**config.mk**
```make
export PLATFORM = sky130hd
export DESIGN_NAME = scan_decoder
export DESIGN_NICKNAME = d
export VERILOG_FILES = /design/src/rtl/scan_decoder.sv
export SDC_FILE = /design/constraint.sdc
export NUM_CORES = 1
export LEC_CHECK = 0
export CORE_MARGIN = 2
export CORE_UTILIZATION = 47
export CTS_CLUSTER_DIAMETER = 100
export DETAILED_ROUTE_END_ITERATION = 8
export GPL_ROUTABILITY_DRIVEN = 1
export GPL_TIMING_DRIVEN = 0
export PLACE_DENSITY_LB_ADDON = 0.3
export SYNTH_ARGS = -nofsm -noshare
export SYNTH_HDL_FRONTEND = slang
export SYNTH_SLANG_ARGS = --single-unit
```
**constraint.sdc**
```tcl
create_clock -name clk -period 3.85 [get_ports clk]
set_input_delay 0.5775 -clock clk [delete_from_list [all_inputs] [get_ports clk]]
set_output_delay 0.5775 -clock clk [all_outputs]
set_load 0.01 [all_outputs]
```
**src/rtl/scan_decoder.sv**
```systemverilog
// -----------------------------------------------------------------------------
// scan_decoder
//   Registered N-to-2^N one-hot decoder with two modes:
//     mode = 0 : direct decode of sel
//     mode = 1 : decode of an internal scan index that can be loaded, stepped
//                (mod 2^N) and reports a one-cycle wrap pulse.
//   Every output is driven straight from a flop, so there is no combinational
//   path from any input to any output.
//
//   Optional build macro: SCAN_DECODER_DOWN_EN
//     When defined, adds input port dir; dir = 1 makes step decrement the
//     index (wrap pulses on the 0 -> 2^N-1 transition). dir = 0 behaves as the
//     default up-only build. When undefined there is no dir port.
//
//   N is intended to be in the range 1..6.
// -----------------------------------------------------------------------------
module scan_decoder #(
    parameter int N = 3
) (
    input  logic               clk,
    input  logic               rst_n,
    input  logic               en,
    input  logic               mode,
    input  logic [N-1:0]       sel,
    input  logic               load,
    input  logic               step,
`ifdef SCAN_DECODER_DOWN_EN
    input  logic               dir,
`endif
    output logic [(1<<N)-1:0]  w,
    output logic [N-1:0]       idx,
    output logic               wrap
);

    localparam int W = 1 << N;

    // Index constants sized to the index width.
    localparam logic [N-1:0] IDX_ZERO = {N{1'b0}};
    localparam logic [N-1:0] IDX_ONE  = N'(1'b1);
    localparam logic [N-1:0] IDX_MAX  = {N{1'b1}};
    localparam logic [W-1:0] W_ZERO   = {W{1'b0}};
    localparam logic [W-1:0] W_ONE    = W'(1'b1);

    // One-hot encode of an index value: bit v set, all others clear.
    function automatic logic [W-1:0] onehot(input logic [N-1:0] v);
        return W_ONE << v;
    endfunction

    // Registered state and next-state values.
    logic [W-1:0] w_q;
    logic [W-1:0] w_d;
    logic [N-1:0] idx_q;
    logic [N-1:0] idx_d;
    logic         wrap_q;
    logic         wrap_d;

    // Step target and wrap condition for the configured step direction.
    logic [N-1:0] idx_step_s;
    logic         step_wraps_s;

    // Compute where a single step would move the index and whether it wraps.
    always_comb begin
        idx_step_s   = idx_q + IDX_ONE;
        step_wraps_s = (idx_q == IDX_MAX);
`ifdef SCAN_DECODER_DOWN_EN
        if (dir) begin
            idx_step_s   = idx_q - IDX_ONE;
            step_wraps_s = (idx_q == IDX_ZERO);
        end else begin
            idx_step_s   = idx_q + IDX_ONE;
            step_wraps_s = (idx_q == IDX_MAX);
        end
`endif
    end

    // Next-state decode: enable gating, direct decode, or scan with
    // load > step > hold priority. In scan mode w tracks the next index so
    // w and idx are always consistent.
    always_comb begin
        w_d    = W_ZERO;
        idx_d  = idx_q;
        wrap_d = 1'b0;
        if (!en) begin
            w_d    = W_ZERO;
            idx_d  = idx_q;
            wrap_d = 1'b0;
        end else if (!mode) begin
            w_d    = onehot(sel);
            idx_d  = idx_q;
            wrap_d = 1'b0;
        end else begin
            case ({load, step})
                2'b10, 2'b11: begin
                    idx_d  = sel;
                    wrap_d = 1'b0;
                end
                2'b01: begin
                    idx_d  = idx_step_s;
                    wrap_d = step_wraps_s;
                end
                default: begin
                    idx_d  = idx_q;
                    wrap_d = 1'b0;
                end
            endcase
            w_d = onehot(idx_d);
        end
    end

    // State registers; asynchronous reset clears every output immediately.
    always_ff @(posedge clk or negedge rst_n) begin
        if (!rst_n) begin
            w_q    <= W_ZERO;
            idx_q  <= IDX_ZERO;
            wrap_q <= 1'b0;
        end else begin
            w_q    <= w_d;
            idx_q  <= idx_d;
            wrap_q <= wrap_d;
        end
    end

    assign w    = w_q;
    assign idx  = idx_q;
    assign wrap = wrap_q;

endmodule

```
# Yosys cells after proc, flatten, opt, wreduce, memory -nomap -nowiden
# Index checks and enable logic that the tools add are counted.
# word_totals
input_bits,9
regBits,12
output_inout_bits,12
# classes
n_eq_ne,4
shift,2
n_addsub,1
n_reduce_logical,2
mux,8
# ops
operator,n
8-bit two-way mux,2
1-bit by 3-bit << shifter with 8-bit output (first input constant),2
3-bit two-way mux,2
3-bit case mux with 2 select lines,1
2-bit equality test (second input constant),2
3-bit by 1-bit adder with 3-bit output (second input constant),1
3-bit equality test (second input constant),1
1-bit two-way mux,3
2-bit by 1-bit equality test with 1-bit output (second input constant),1
2-bit AND reduction,1
2-bit OR reduction,1

# Logic depth before layout (Yosys ltp)
# depth
ltp_word,8
depth_mapped,5

# Worst setup path after synthesis
# OpenSTA, ideal clock, no wires.
# synth_path
path_kind,register -> register
startpoint,register idx_q[0] (netlist: idx[0])
endpoint,register w_q[4] (netlist: w[4])
setup_ns,0.120
slack_ns,2.113
period_less_slack_ns,1.737
stages_incl_launch_ff,6
arrival_ns,1.617
required_time_ns,3.730
cell_sequence,dfrtp_1 ha_1 ha_1 mux2_4 mux2_4 and4_1
# synth_between
elab_chain_cells,7
# synth_rtl
element,line_no,source
start: declaration,52,logic [N-1:0] idx_q;
start signal: assignment,118,idx_q <= idx_d;
3-bit by 1-bit adder with 3-bit output,63,idx_step_s = idx_q + IDX_ONE;
3-bit case mux with 2 select lines *,92,"case ({load, step})"
3-bit two-way mux *,87,end else if (!mode) begin
3-bit two-way mux *,83,if (!en) begin
1-bit by 3-bit << shifter with 8-bit output *,46,return W_ONE << v;
8-bit two-way mux *,87,
8-bit two-way mux *,83,
named net w_d[4],51,logic [W-1:0] w_d;
end signal: assignment,117,w_q <= w_d;
end: declaration,50,logic [W-1:0] w_q;
# Mark *: on every way through the listed nets, which the timed path passes. The rest lies on a longest branch. The select of a mux whose other input is x is not followed.
# A chain may end at the register's enable or synchronous reset.

# Worst setup path after layout
# layout_path
startpoint,register idx_q[0] (netlist: idx[0])
endpoint,output idx[0]
# layout_lines
element,line_no,source
end: declaration,31,"output logic [N-1:0] idx,"
# No word-level cell between the ends.

==> reports/results.ini <==
[detailed_routing]
drt-met1-wl_um=457
wl_per_cell_um=13.64
ant_nets=0
dr.pass1.iters=3
drt_iter0_drc=4
vias=494
wl_met3_um=61
drt_wl_total_um=1200
via_per_inst=5.614
drc=0
routed.top_layer=met4
wl_met2_um=646

[power]
p_clk_frac=0.274
vdd_drop_max_v=0.0002227
p_leak_uw=0.0003993
intPower_uw=268.9
p_seq_frac=0.403
switching_share=0.2812
p_per_area_mw_per_mm2=417.6
combinationalPowerShare=0.323
p_switching_uw=105.2

[timing]
hold_slack_ns=0.5916
setup_tns_ns=0
slew_headroom=0.6412
fin_skew_ns=0.003713
rsz0062_at_grt=false
fmax_mhz=534.1
min_period_ns=1.872
layout_setup_ws_ns=1.978
setup-violations-final=0
max_slew.worst_pin.slew_ns=0.5365
drv_slew=0
layout_worst_path_cycle_share=0.4863
finalHoldViolations=0

[cts]
h-tree-depth=1
cts_buffer_depth=2
cts.root.buffer_cell=clkbuf_4
clkSinkCount=12
cts_hold_buf=0
tritoncts=built
clkSlewWorstSetupHoldPaths_ns=0.08
cts_made_buffers=3
post_cts_buffers=0
clk_latency_ns=0.28
ctsResizeCount=0

[finish]
num-nets-final=85
drive_above_1_share=0.2055
fill_cells=108
area_delta_synth_final_pct=37.69
multi_input_area_um2=324.1
regArea_um2=300.3
antennaDiodeCount=0

[setup_path]
required_ns=3.27
cp_top_family=buffers and inverters
path_max_fanout=5
critPathSlowestCell=clkdlybuf4s50_1
start_kind=flip-flop
criticalPathCategory=flip-flop to primary output
end_kind=primary output
path_cells=clkdlybuf4s50_1
critPathMaxStageDelay_ns=0.57
crit_buf_inv=1
cp_data_arrival_time_ns=1.29

[global_route]
grt_pass1_vias=501
grt_pass1_wl_um=1973
grt.total_usage=0.1865
antenna_found_initial=0
grt_max_degree=13
grt_overflow=0

[die]
start_util=0.5000
rows=13
core_area_mm2=0.001301
dieHeight_um=41.21
pin_count=21
die_w_um=41.21
die_area_mm2=0.001698

[placement]
globalplace.congestion=0.7252
hpwl_um=909.6
pre_cts_slack_ns=1.731
portBuffers=19

[outcome]
status=complete, no violations

[synth]
synth.distinct_cells=18
ys_ff_latch=12
syn-cell-area_um2=650.6
ys_seq_area_frac=0.4615
post_synth_inst_count=50
yosys_warnings=0
syn_nets=61
avgSynthCellArea_um2=13.01

[flow_run]
drv_cap=0

[hold_path]
hp-class=primary input to flip-flop

power groups by stage:
stage	registers (uW)	clock network [uW]	logic (uW)
floorplan	158	0	65.3
global placement	153	0	119
detailed placement	153	0	122
CTS	151	104	122
global route	153	108	134
finish	151	102	121
cells in the mapped netlist:
cell	instances	area, um^2
a22oi_1	3	22.52
a41oi_1	2	17.52
and2b_2	2	17.52
and3_1	1	6.260
and4_1	8	70.07
buf_6	2	22.52
clkbuf_1	1	3.750
dfrtp_1	12	300.3
ha_1	2	25.02
mux2_2	1	11.26
mux2_4	5	75.07
mux2i_1	3	30.03
nand2_1	1	3.750
nand3_1	1	5.000
nor2b_2	1	8.760
nor3b_1	1	7.510
o21ai_0	3	15.01
xor2_1	1	8.760
per-layer routing:
layer | vias up | GRT usage
li1 | 240 | -
met1 | 227 | 0.1722
met2 | 22 | 0.3438
met3 | 5 | 0.01630
met4 | 0 | 0.1855
met5 | - | 0
layout make-up:
| type | instances | area share |
|---|---|---|
| Buffer | 3 | 0.02933 |
| Clock buffer | 4 | 0.04050 |
| Multi-Input combinational cell | 35 | 0.3617 |
| Sequential cell | 12 | 0.3352 |
| Tap cell | 15 | 0.02095 |
| Timing Repair Buffer | 19 | 0.2123 |
cell families (layout without fill, tap and decap cells):
family          after synthesis  count (layout)  share of synthesized area
fa+ha+maj                     2               2                    0.03846
buf+inv                       3              26                    0.04038
compound gates                8               8                    0.08461
mux                           9               9                     0.1788
xor+xnor                      1               1                    0.01346
simple gates                 15              15                     0.1827
flops                        12              12                     0.4615
final timing paths:
check / slack (ns) / depth (start not counted) / endpoint / from
max: 1.98 / 1 / idx[0] / idx[0]$_DFFE_PN0P_
min: 0.59 / 3 / wrap$_DFF_PN0_ / step
max reg2reg: 2.06 / 5 / w[3]$_DFF_PN0_ / idx[0]$_DFFE_PN0P_
min reg2reg: 0.61 / 2 / idx[1]$_DFFE_PN0P_ / idx[1]$_DFFE_PN0P_
max in group asynchronous: 2.85 / 1 / w[0]$_DFF_PN0_ / rst_n
min in group asynchronous: 0.64 / 1 / w[3]$_DFF_PN0_ / rst_n
through the flow:
step | instance area [um^2] | util | total power (uW) | cells
2_1_floorplan | 650.6 | - | 223.8 | 50
3_3_place_gp | 859.6 | 0.6606 | 271.4 | 84
3_5_place_dp | 859.6 | 0.6606 | 275.2 | 84
4_1_cts | 895.9 | 0.6885 | 376.7 | 88
5_1_grt | 895.9 | 0.6885 | 395.1 | 88
6_report | 895.9 | 0.6885 | 374.1 | 88
sequential cells by signal, summed over array words and instances (netlist names):
name	count
idx	3
wrap	1
w	8
cells in the final DEF, fill, tap and decap left out, types with 2 or more instances in the layout:
cell type	instances
a22oi_1	3
buf_6	2
dfrtp_1	12
o21ai_0	3
clkbuf_4	3
and2b_2	2
a41oi_1	2
mux2i_1	3
and4_1	8
mux2_4	5
clkdlybuf4s50_1	19
ha_1	2
No activity file was read; power rests on OpenSTA's default activity.
